`src/rtl/rs_gf16_pkg.sv`:
```
// Shared GF(16) / RS(15,11) definitions for the encoder and decoder.
// Field: x^4 + x + 1, alpha = 0x2.
package rs_gf16_pkg;

    localparam int unsigned N     = 15;
    localparam int unsigned K     = 11;
    localparam int unsigned SYM_W = 4;
    localparam int unsigned NPAR  = N - K;
    localparam int unsigned CNT_W = 4;

    localparam logic [SYM_W:0] PRIM_POLY = 5'h13;

    // g(x) = x^4 + G3 x^3 + G2 x^2 + G1 x + G0, roots alpha^1..alpha^4
    localparam logic [SYM_W-1:0] G0 = 4'h7;
    localparam logic [SYM_W-1:0] G1 = 4'h8;
    localparam logic [SYM_W-1:0] G2 = 4'hC;
    localparam logic [SYM_W-1:0] G3 = 4'hD;

    typedef enum logic [0:0] {
        StData,
        StParity
    } enc_state_e;

    // Multiply by alpha with reduction modulo the primitive polynomial.
    function automatic logic [SYM_W-1:0] gf_xtime(input logic [SYM_W-1:0] a);
        return {a[SYM_W-2:0], 1'b0} ^ (a[SYM_W-1] ? PRIM_POLY[SYM_W-1:0] : '0);
    endfunction

endpackage

```
`src/rtl/gf16_mul.sv`:
```
// Combinational GF(16) multiplier (shift-and-add over x^4 + x + 1).
module gf16_mul
    import rs_gf16_pkg::*;
(
    input  logic [SYM_W-1:0] A,
    input  logic [SYM_W-1:0] B,
    output logic [SYM_W-1:0] P
);

    always_comb begin
        logic [SYM_W-1:0] acc;
        logic [SYM_W-1:0] sh;
        acc = '0;
        sh  = A;
        for (int i = 0; i < SYM_W; i++) begin
            if (B[i]) begin
                acc = acc ^ sh;
            end
            sh = gf_xtime(sh);
        end
        P = acc;
    end

endmodule

```
`src/rtl/rs_15_11_encoder.sv`:
```
// Systematic RS(15,11) encoder: 11 message symbols pass through, then parity p3..p0.
// Define RS_ENC_ERR_INJ_EN to add the ERR_MASK port that corrupts output symbols.
module rs_15_11_encoder
    import rs_gf16_pkg::*;
(
    input  logic             CLK,
    input  logic             RESET,
    input  logic [SYM_W-1:0] IN_DATA,
    input  logic             IN_VALID,
    output logic             IN_READY,
    output logic [SYM_W-1:0] OUT_DATA,
    output logic             OUT_VALID,
    input  logic             OUT_READY,
    output logic             OUT_LAST
`ifdef RS_ENC_ERR_INJ_EN
    ,
    input  logic [SYM_W-1:0] ERR_MASK
`endif
);

    localparam logic [NPAR-1:0][SYM_W-1:0] GEN_COEF = {G3, G2, G1, G0};

    enc_state_e                  state_q, state_d;
    logic [CNT_W-1:0]            cnt_q, cnt_d;
    logic [NPAR-1:0][SYM_W-1:0]  lfsr_q, lfsr_d;
    logic [SYM_W-1:0]            out_data_q, out_data_d;
    logic                        out_valid_q, out_valid_d;
    logic                        out_last_q, out_last_d;

    logic                        slot_free;
    logic                        in_fire;
    logic [SYM_W-1:0]            fb;
    logic [NPAR-1:0][SYM_W-1:0]  fb_prod;
    logic [SYM_W-1:0]            err_mask;

`ifdef RS_ENC_ERR_INJ_EN
    assign err_mask = ERR_MASK;
`else
    assign err_mask = '0;
`endif

    // Output register is empty or its symbol leaves this cycle.
    assign slot_free = !out_valid_q || OUT_READY;
    assign IN_READY  = (state_q == StData) && slot_free;
    assign in_fire   = IN_VALID && IN_READY;
    assign fb        = IN_DATA ^ lfsr_q[NPAR-1];

    for (genvar i = 0; i < NPAR; i++) begin : g_mul
        gf16_mul u_mul (
            .A (fb),
            .B (GEN_COEF[i]),
            .P (fb_prod[i])
        );
    end

    always_comb begin
        state_d     = state_q;
        cnt_d       = cnt_q;
        lfsr_d      = lfsr_q;
        out_data_d  = out_data_q;
        out_valid_d = out_valid_q;
        out_last_d  = out_last_q;

        if (slot_free) begin
            out_valid_d = 1'b0;
            out_last_d  = 1'b0;
        end

        unique case (state_q)
            StData: begin
                if (in_fire) begin
                    out_data_d  = IN_DATA ^ err_mask;
                    out_valid_d = 1'b1;
                    lfsr_d      = {lfsr_q[NPAR-2:0], {SYM_W{1'b0}}} ^ fb_prod;
                    if (cnt_q == CNT_W'(K - 1)) begin
                        state_d = StParity;
                        cnt_d   = '0;
                    end else begin
                        cnt_d = cnt_q + 1'b1;
                    end
                end
            end
            StParity: begin
                if (slot_free) begin
                    out_data_d  = lfsr_q[NPAR-1] ^ err_mask;
                    out_valid_d = 1'b1;
                    lfsr_d      = {lfsr_q[NPAR-2:0], {SYM_W{1'b0}}};
                    if (cnt_q == CNT_W'(NPAR - 1)) begin
                        // Four shifts have flushed the LFSR to zero by now.
                        out_last_d = 1'b1;
                        state_d    = StData;
                        cnt_d      = '0;
                    end else begin
                        cnt_d = cnt_q + 1'b1;
                    end
                end
            end
            default: begin
                state_d = StData;
                cnt_d   = '0;
            end
        endcase
    end

    always_ff @(posedge CLK) begin
        if (RESET) begin
            state_q     <= StData;
            cnt_q       <= '0;
            lfsr_q      <= '0;
            out_data_q  <= '0;
            out_valid_q <= 1'b0;
            out_last_q  <= 1'b0;
        end else begin
            state_q     <= state_d;
            cnt_q       <= cnt_d;
            lfsr_q      <= lfsr_d;
            out_data_q  <= out_data_d;
            out_valid_q <= out_valid_d;
            out_last_q  <= out_last_d;
        end
    end

    assign OUT_DATA  = out_data_q;
    assign OUT_VALID = out_valid_q;
    assign OUT_LAST  = out_last_q;

endmodule

```
`config.mk`:
```
export PLATFORM = sky130hd
export DESIGN_NAME = rs_15_11_encoder
export DESIGN_NICKNAME = d
export VERILOG_FILES = /design/src/rtl/rs_gf16_pkg.sv /design/src/rtl/gf16_mul.sv /design/src/rtl/rs_15_11_encoder.sv
export SDC_FILE = /design/constraint.sdc
export NUM_CORES = 1
export LEC_CHECK = 0
export BUFFER_PORTS_ARGS = -buffer_cell sky130_fd_sc_hd__buf_2
export CORE_MARGIN = 2
export CORE_UTILIZATION = 30
export CTS_CLUSTER_SIZE = 30
export DETAILED_ROUTE_END_ITERATION = 7
export SLEW_MARGIN = 20
export SYNTH_ARGS = -nofsm -noshare
export SYNTH_HDL_FRONTEND = slang
export SYNTH_SLANG_ARGS = --single-unit
```
`constraint.sdc`:
```
create_clock -name CLK -period 2.2 [get_ports CLK]
set_input_delay 0.44 -clock CLK [delete_from_list [all_inputs] [get_ports CLK]]
set_output_delay 0.44 -clock CLK [all_outputs]
set_load 0.01 [all_outputs]
```
* Yosys cells after proc, flatten, opt, wreduce, memory -nomap -nowiden *
Cells that the tools add are included.

storage, ports and cells
  flip-flop bits (word level) = 27
  logic and storage cells = 57

cells by class
  add/subtract/negate cells = 1
  equal/unequal tests = 4
  multiplexer cells = 27
  bitwise logic cells = 11
  reductions and logical operators = 5

operators by type and width
  kind                                                    count
  two-way mux 16 bit                                      2
  one-hot mux 16 bit (2 select lines)                     1
  XOR 4 bit                                               8
  two-way mux 4 bit                                       6
  one-hot mux 4 bit (2 select lines)                      2
  XOR 16 bit                                              1
  two-way mux 1 bit                                       11
  two-way mux 2 bit                                       3
  adder 4 x 1 -> 4 bit (second input constant)            1
  equality test 4 x 2 -> 1 bit (second input constant)    1
  equality test 4 bit (second input constant)             1
  one-hot mux 1 bit (2 select lines)                      2
  XOR 4 x 2 -> 4 bit                                      1
  logical AND 1 bit                                       2
  inequality test 2 x 1 -> 1 bit (second input constant)  1
  inequality test 2 bit (second input constant)           1
  AND reduction 2 bit                                     1
  logical NOT 1 bit                                       1
  logical OR 1 bit                                        1
  NOT 1 bit                                               1

* Longest topological paths before layout *
Gate-level depths: netlist of run 1.

  word-level depth = 11
  depth in mapped cells = 7
  mapped depth without buffers = 7

* Cells and area by module *
Synthesis of run 1 repeated with hierarchy kept, for this count alone.

unflattened totals
  cells, all modules = 291
  area total of the unflattened synthesis = 2367.3 um^2

by module, submodules not included
  module            times used  cells each  area each (um^2)  seq. area each (um^2)
  rs_15_11_encoder  1           151         1351.3            540.5
  gf16_mul          4           35          254.0             0.0

* Least setup slack after synthesis of run 1 *
Ideal clock, no wire load.

  kind = input to register
  start point = input port IN_DATA[1]
  end point = register lfsr_q[12] in the netlist's numbering
  data arrival time = 1.564 ns
  data required time = 2.121 ns
  path slack = 0.556 ns
  stages = 5
  path buffers = 0
  cell sequence = xnor2_2 > xnor2_2 > mux2_4 > xnor2_1 > a211oi_2

on the way
  cells in the longest elaborated chain, start to end = 9

ends and longest elaborated chain
  item                                 line                     text
  from (decl)                          rs_15_11_encoder.sv:8    input logic [SYM_W-1:0] IN_DATA,
  XOR 4 bit                            rs_15_11_encoder.sv:46   assign fb = IN_DATA ^ lfsr_q[NPAR-1];
  XOR 4 bit                            rs_gf16_pkg.sv:26        return {a[SYM_W-2:0], 1'b0} ^ (a[SYM_W-1] ? PRIM_POLY[SYM_W-1:0] : '0);
  XOR 4 x 2 -> 4 bit                   rs_gf16_pkg.sv:26
  two-way mux 2 bit                    rs_gf16_pkg.sv:26
  XOR 4 bit                            rs_gf16_pkg.sv:26
  XOR 4 bit                            gf16_mul.sv:17           acc = acc ^ sh;
  XOR 16 bit                           rs_15_11_encoder.sv:74   lfsr_d = {lfsr_q[NPAR-2:0], {SYM_W{1'b0}}} ^ fb_prod;
  two-way mux 16 bit                   rs_15_11_encoder.sv:71   if (in_fire) begin
  one-hot mux 16 bit (2 select lines)  rs_15_11_encoder.sv:69   unique case (state_q)
  to (signal assigned)                 rs_15_11_encoder.sv:116  lfsr_q <= lfsr_d;
  to (decl)                            rs_15_11_encoder.sv:25   logic [NPAR-1:0][SYM_W-1:0] lfsr_q, lfsr_d;

No other way between the ends. The select of a mux whose other input is x is not followed.
A chain may end at the register's enable or synchronous reset.

* Final worst setup path of run 1 *
  start point = register lfsr_q[12] in the netlist's numbering
  end point = register lfsr_q[12] in the netlist's numbering

on the way
  cells in the longest elaborated chain, start to end = 6

ends and longest elaborated chain
  item                                 line
  XOR 4 bit                            rs_15_11_encoder.sv:46
  XOR 4 bit (2 in a row)               gf16_mul.sv:17
  XOR 16 bit                           rs_15_11_encoder.sv:74
  two-way mux 16 bit                   rs_15_11_encoder.sv:71
  one-hot mux 16 bit (2 select lines)  rs_15_11_encoder.sv:69

No other way between the ends. The select of a mux whose other input is x is not followed.

==> reports/qor.txt, run 1 <==
Post-CTS Resized: 0
Critical Path Source Type: flop
CTS Buffer Depth: 2
Dominant cell by count in the synthesized netlist: nor2_1
WHS: 0.4148 ns
Peak VDD IR: 0.0002802 V
Worst path cell trace: xnor2_2 -> xnor2_2 -> mux2_4 -> xnor2_1 -> a211oi_2
Yosys top cell area share: 0.3702
Req. time, crit path: 2.41 ns
Num CTS Buffers: 3
Most used cell, CP: xnor2_2
H-tree Lvls: 1
Max stage delay on crit path: 0.37 ns
Worst Tran Pin Value: 0.5260 ns
Sw Ratio: 0.3160
GRT Total Usage: 0.1098
Max-Cap Viols: 0
Max FO, Critical Path: 4
Final setup viols: 0
Fin crit period: 1.705 ns
Clock share of power: 0.230
Gate power share: 0.309
Sequential share of power: 0.461
DRT Wirelength: 2708 um
Largest net degree at the start of global routing: 28
Iter 0 DRT Violations: 36
Share of layout cells above drive strength 1: 0.1824
Post-synth top cells: nor2_1, dfxtp_1, a211oi_1, xnor2_1
Hold-fix buffers at CTS: 0
GP Congestion: 0.7320
Initial cell density of the core: 0.3091
Pwr/cell area: 776.7 mW/mm2
Fillcell total: 496
Sw Pwr: 403.2 uW
Fin Clk Skew: 0.007973 ns
First-pass GRT wire length: 4567 um
Hold WC Path Type: in -> reg
Post-Syn Area per Cell: 9.126 um2
EDFF count, synth: 0
N_diodes: 0
Initial antenna violation count: 0
Final setup TNS: 0 ns
Area leader, netlist: dfxtp_1
Syn nets: 171
Core area: 0.004723 mm2
Status: completed
Crit path kind: reg -> reg
Port Buffers: 14
Slowest-stage cell, CP: dfxtp_1
CTS tree: yes
Pins over their slew limit: 0
DP HPWL: 1880 um
Vias per cell: 4.637
Final period utilization: 0.7751
Die Wd: 73.77 um
Row count: 25
Post-synth cell types: 33
P_int: 872.7 uW
Grt ovf: 0
Total Die Area: 0.005441 mm2
Syn Inst Count: 160
Clk_lat worst skew: 0.28 ns
Yosys warns: 0
Worst setup startpoint: lfsr_q[12]
Reg-to-Reg Start: lfsr_q[12]
Slack of the worst reg-to-reg path: 0.49 ns
Drt wl/cell: 11.43 um
Slew HR: 0.6493
Reg clk slew, reported paths: 0.10 ns
Die Y: 73.77 um
Min-delay src: IN_VALID
Ys async rst share: 0
Pwr Total: 1.276 mW
CP endpoint kind: flop
Final Hold Vio Count: 0
Layout area overhead: 12.51%
Syn Std Cell Area: 0.001460 mm2
Vias: 1099
CP arrival: 1.91 ns
Ports: 15
Post-route ant nets: 0
CTS Sinks: 27
Postcts setup bufs: 0
Post-synth top flop: dfxtp_1
DP Area: 0.001594 mm2
Unrepaired setup endpoints after global routing: false
Synth area leaders: dfxtp_1, nor2_1, xnor2_1
Leakage: 0.6044 nW
#FFs+latches synth: 27
Post-route cell area: 0.001643 mm2
DRC Markers: 0
Seq/Total Area, Yosys: 0.3702
Vias in the first global route: 973
Clk root buf: clkbuf_8
Nets: 182
Pre-Repair DR Iteration Count: 4
Max Fclk: 586.4 MHz
[path summary, 6_finish.rpt]
kind                                   end  cells past startpoint
worst max-delay path            lfsr_q[12]                      5
worst min-delay path             OUT_VALID                      3
worst max register to register  lfsr_q[12]                      5
worst min register to register   lfsr_q[1]                      2
[critical path: cells and delay by family, from the launching register on]
| kind | cells | cell delay (ns) |
|---|---|---|
| AO/OA/AOI/OAI | 1 | 0.21 |
| XOR/XNOR | 3 | 0.71 |
| flip-flops | 1 | 0.37 |
| multiplexers | 1 | 0.34 |
[through the flow]
stage | std cells | setup slack, ns | utilization
floorplan | 160 | 0.5562 | -
global placement | 233 | 0.3730 | 0.3375
detailed placement | 233 | 0.3077 | 0.3375
CTS | 237 | 0.4759 | 0.3478
global route | 237 | 0.3936 | 0.3478
finish | 237 | 0.4947 | 0.3478
[state kept, by name (all words and copies together) (netlist names), named ones only]
register	cells
lfsr_q	16
OUT_DATA	4
cnt_q	4
OUT_VALID	1
state_q	1
[kinds of logic after synthesis]
logic type | share of synthesized area
compound gates | 0.1748
xor+xnor | 0.1714
fa+ha+maj | 0.02571
buf+inv | 0.03599
flops | 0.3702
mux | 0.04456
simple gates | 0.1774
[routing by layer]
metal	vias up	part of all wire	GRT usage
met5	-	0	0
met4	0	0.013	0.04242
met3	2	0.026	0.02058
met2	12	0.47	0.1825
met1	505	0.49	0.1397
li1	580	-	-
[power groups by stage]
| stage | registers [mW] | logic, mW | clock network (mW) |
|---|---|---|---|
| after floorplan | 0.594 | 0.330 | 0 |
| after global placement | 0.599 | 0.394 | 0 |
| after detailed placement | 0.601 | 0.396 | 0 |
| after CTS | 0.589 | 0.400 | 0.305 |
| after global routing | 0.597 | 0.444 | 0.324 |
| final | 0.589 | 0.394 | 0.293 |
[cell type report]
type | count | area [um2] | area share
multi-input cells | 120 | 869.6 | 0.5293
clock buffers | 3 | 41.29 | 0.02513
well taps | 67 | 83.83 | 0.05103
inverters | 2 | 7.507 | 0.004570
flip-flops and latches | 27 | 540.5 | 0.3290
clock inverters | 1 | 7.507 | 0.004570
repair buffers | 17 | 92.59 | 0.05636
[placed cells by master (no fill, tap or decap), types with 2 or more instances in the layout]
| cell | count |
|---|---|
| nor2_1 | 31 |
| dfxtp_1 | 27 |
| buf_2 | 14 |
| xnor2_1 | 11 |
| a211oi_1 | 11 |
| or3_1 | 6 |
| a311oi_1 | 6 |
| nand2_1 | 6 |
| a21oi_1 | 5 |
| mux2i_1 | 5 |
| o21ai_0 | 5 |
| xnor2_2 | 4 |
| a22oi_1 | 4 |
| nor2b_1 | 3 |
| ha_1 | 3 |
| clkbuf_8 | 3 |
| buf_4 | 3 |
| inv_1 | 2 |
| nand3b_1 | 2 |
| nor3_1 | 2 |
| xnor2_4 | 2 |
| xor2_1 | 2 |
Note: power is estimated with default switching activity, not from simulation.
==> run 2, diff against run 1 <==
- clock period: 2.2 -> 1.5 ns (I/O delays scaled with it)
==> reports/qor.txt, run 2 (same netlist as run 1, synthesis figures left out) <==
Status: completed (unchanged)
CTS Buffer Depth: 2 (unchanged)
Die Wd: 73.77 um (unchanged)
Share of layout cells above drive strength 1: 0.3005 (was 0.1824)
Hold-fix buffers at CTS: 0 (unchanged)
Clock share of power: 0.207 (was 0.230)
DP HPWL: 1983 um (was 1880 um)
Reg clk slew, reported paths: 0.10 ns (about the same)
GP Congestion: 0.7521 (was 0.7320)
Initial antenna violation count: 0 (unchanged)
H-tree Lvls: 1 (unchanged)
Final Hold Vio Count: 0 (unchanged)
Sw Ratio: 0.3044 (was 0.3160)
Critical Path Source Type: flop (unchanged)
Post-route cell area: 0.001846 mm2 (was 0.001643 mm2)
Initial cell density of the core: 0.3091 (unchanged)
Max FO, Critical Path: 3 (was 4)
Worst Tran Pin Value: 0.5439 ns (was 0.5260 ns)
Die Y: 73.77 um (unchanged)
Num CTS Buffers: 3 (unchanged)
Fin crit period: 1.466 ns (was 1.705 ns)
CP arrival: 1.66 ns (was 1.91 ns)
N_diodes: 0 (unchanged)
DP Area: 0.001732 mm2 (was 0.001594 mm2)
Ports: 15 (unchanged)
CP endpoint kind: flop (unchanged)
Largest Register: lfsr_q (unchanged)
Grt ovf: 0 (unchanged)
Pwr/cell area: 1094 mW/mm2 (was 776.7 mW/mm2)
Req. time, crit path: 1.70 ns (was 2.41 ns)
Non-filler instance count after layout: 250 (was 237)
Max stage delay on crit path: 0.36 ns (was 0.37 ns)
CTS Sinks: 27 (unchanged)
Port Buffers: 14 (unchanged)
Iter 0 DRT Violations: 60 (was 36)
DRC Markers: 0 (unchanged)
Slowest-stage cell, CP: dfxtp_2 (was dfxtp_1)
Max-Cap Viols: 0 (unchanged)
Post-route ant nets: 0 (unchanged)
Drt wl/cell: 11.18 um (was 11.43 um)
Final setup viols: 0 (unchanged)
Sw Pwr: 614.4 uW (was 403.2 uW)
Hold WC Path Type: in -> reg (unchanged)
GRT Total Usage: 0.1139 (was 0.1098)
Gate power share: 0.363 (was 0.309)
Max reg flops: 16 (unchanged)
Worst path cell trace: xnor2_4 -> xnor2_2 -> mux2_4 -> xnor2_1 -> a211oi_2 (was xnor2_2 -> xnor2_2 -> mux2_4 -> xnor2_1 -> a211oi_2)
Unrepaired setup endpoints after global routing: true (was false)
Crit path kind: reg -> reg (unchanged)
Clk_lat worst skew: 0.27 ns (was 0.28 ns)
CTS tree: yes (unchanged)
Max Fclk: 682.0 MHz (was 586.4 MHz)
Slew HR: 0.6374 (was 0.6493)
DRT Wirelength: 2796 um (was 2708 um)
Vias: 1149 (was 1099)
Pre-Repair DR Iteration Count: 4 (unchanged)
First-pass GRT wire length: 4933 um (was 4567 um)
Peak VDD IR: 0.0004321 V (was 0.0002802 V)
Fin Clk Skew: 0.01070 ns (was 0.007973 ns)
P_int: 1.404 mW (was 872.7 uW)
Sequential share of power: 0.430 (was 0.461)
Inst Count DP: 245 (was 233)
Vias in the first global route: 1093 (was 973)
Row count: 25 (unchanged)
Pins over their slew limit: 0 (unchanged)
Final period utilization: 0.9776 (was 0.7751)
WHS: 0.2952 ns (was 0.4148 ns)
Vias per cell: 4.596 (was 4.637)
Total Die Area: 0.005441 mm2 (unchanged)
Leading cell types in the layout, fill and taps excluded: nor2_1, dfxtp_1, buf_2 (unchanged)
Clk root buf: clkbuf_8 (unchanged)
Leakage: 0.6978 nW (was 0.6044 nW)
Utilization after layout: 0.3907 (was 0.3478)
Largest net degree at the start of global routing: 28 (unchanged)
Nets: 195 (was 182)
Core area: 0.004723 mm2 (unchanged)
Layout area overhead: 26.39% (was 12.51%)
Commonest non-fill, non-tap cell in the layout: nor2_1 (unchanged)
[run 2: power groups by stage]
stage	Clock (mW)	Sequential, mW	Combinational [mW]
floorplan	0	0.875	0.494
global placement	0	0.882	0.677
detailed placement	0	0.882	0.682
CTS	0.443	0.868	0.686
global route	0.463	0.884	0.812
finish	0.419	0.868	0.732
[run 2: layout make-up]
| class | count | area [um2] |
|---|---|---|
| Clock buffer | 3 | 41.29 |
| Clock inverter | 1 | 7.507 |
| Fill cell | 495 | 2878 |
| Inverter | 2 | 7.507 |
| Multi-Input combinational cell | 120 | 925.9 |
| Sequential cell | 27 | 551.8 |
| Tap cell | 67 | 83.83 |
| Timing Repair Buffer | 30 | 227.7 |
[run 2: metrics by stage]
stage / setup WS (ns) / power (mW) / setup TNS, ns
after floorplan: 0.003715 / 1.369 / 0
after global routing: -0.05944 / 2.158 / -0.2894
after CTS: 0.01091 / 1.996 / 0
after global placement: -0.03848 / 1.559 / -0.1437
final: 0.03366 / 2.019 / 0
after detailed placement: -0.07764 / 1.564 / -0.3616
[run 2: final timing paths]
path | slack, ns | startpoint | cells after the start | to
setup / recovery | 0.03 | lfsr_q[12] | 5 | lfsr_q[12]
hold / removal | 0.30 | IN_VALID | 3 | OUT_VALID
setup reg to reg | 0.03 | lfsr_q[12] | 5 | lfsr_q[12]
hold reg to reg | 0.48 | lfsr_q[1] | 2 | lfsr_q[1]
[run 2: critical path, delay by kind of cell, from the launching register on]
| family | cells | cell delay, ns |
|---|---|---|
| AO/OA/AOI/OAI | 1 | 0.21 |
| flip-flops | 1 | 0.36 |
| multiplexers | 1 | 0.33 |
| XOR/XNOR | 3 | 0.48 |
[run 2: timing repair]
action,in CTS,in global routing
pin swaps,1,14
gates resized for setup,2,11
hold endpoints to repair,0,0
endpoints found under the setup margin,6,15
buffers inserted,0,1
[run 2: routing by layer]
metal	share of wire	GRT usage	routed length, um
met5	0	0	0
met4	0.0097	0.03030	27
met3	0.023	0.02195	64
met2	0.48	0.1875	1330
met1	0.49	0.1519	1373
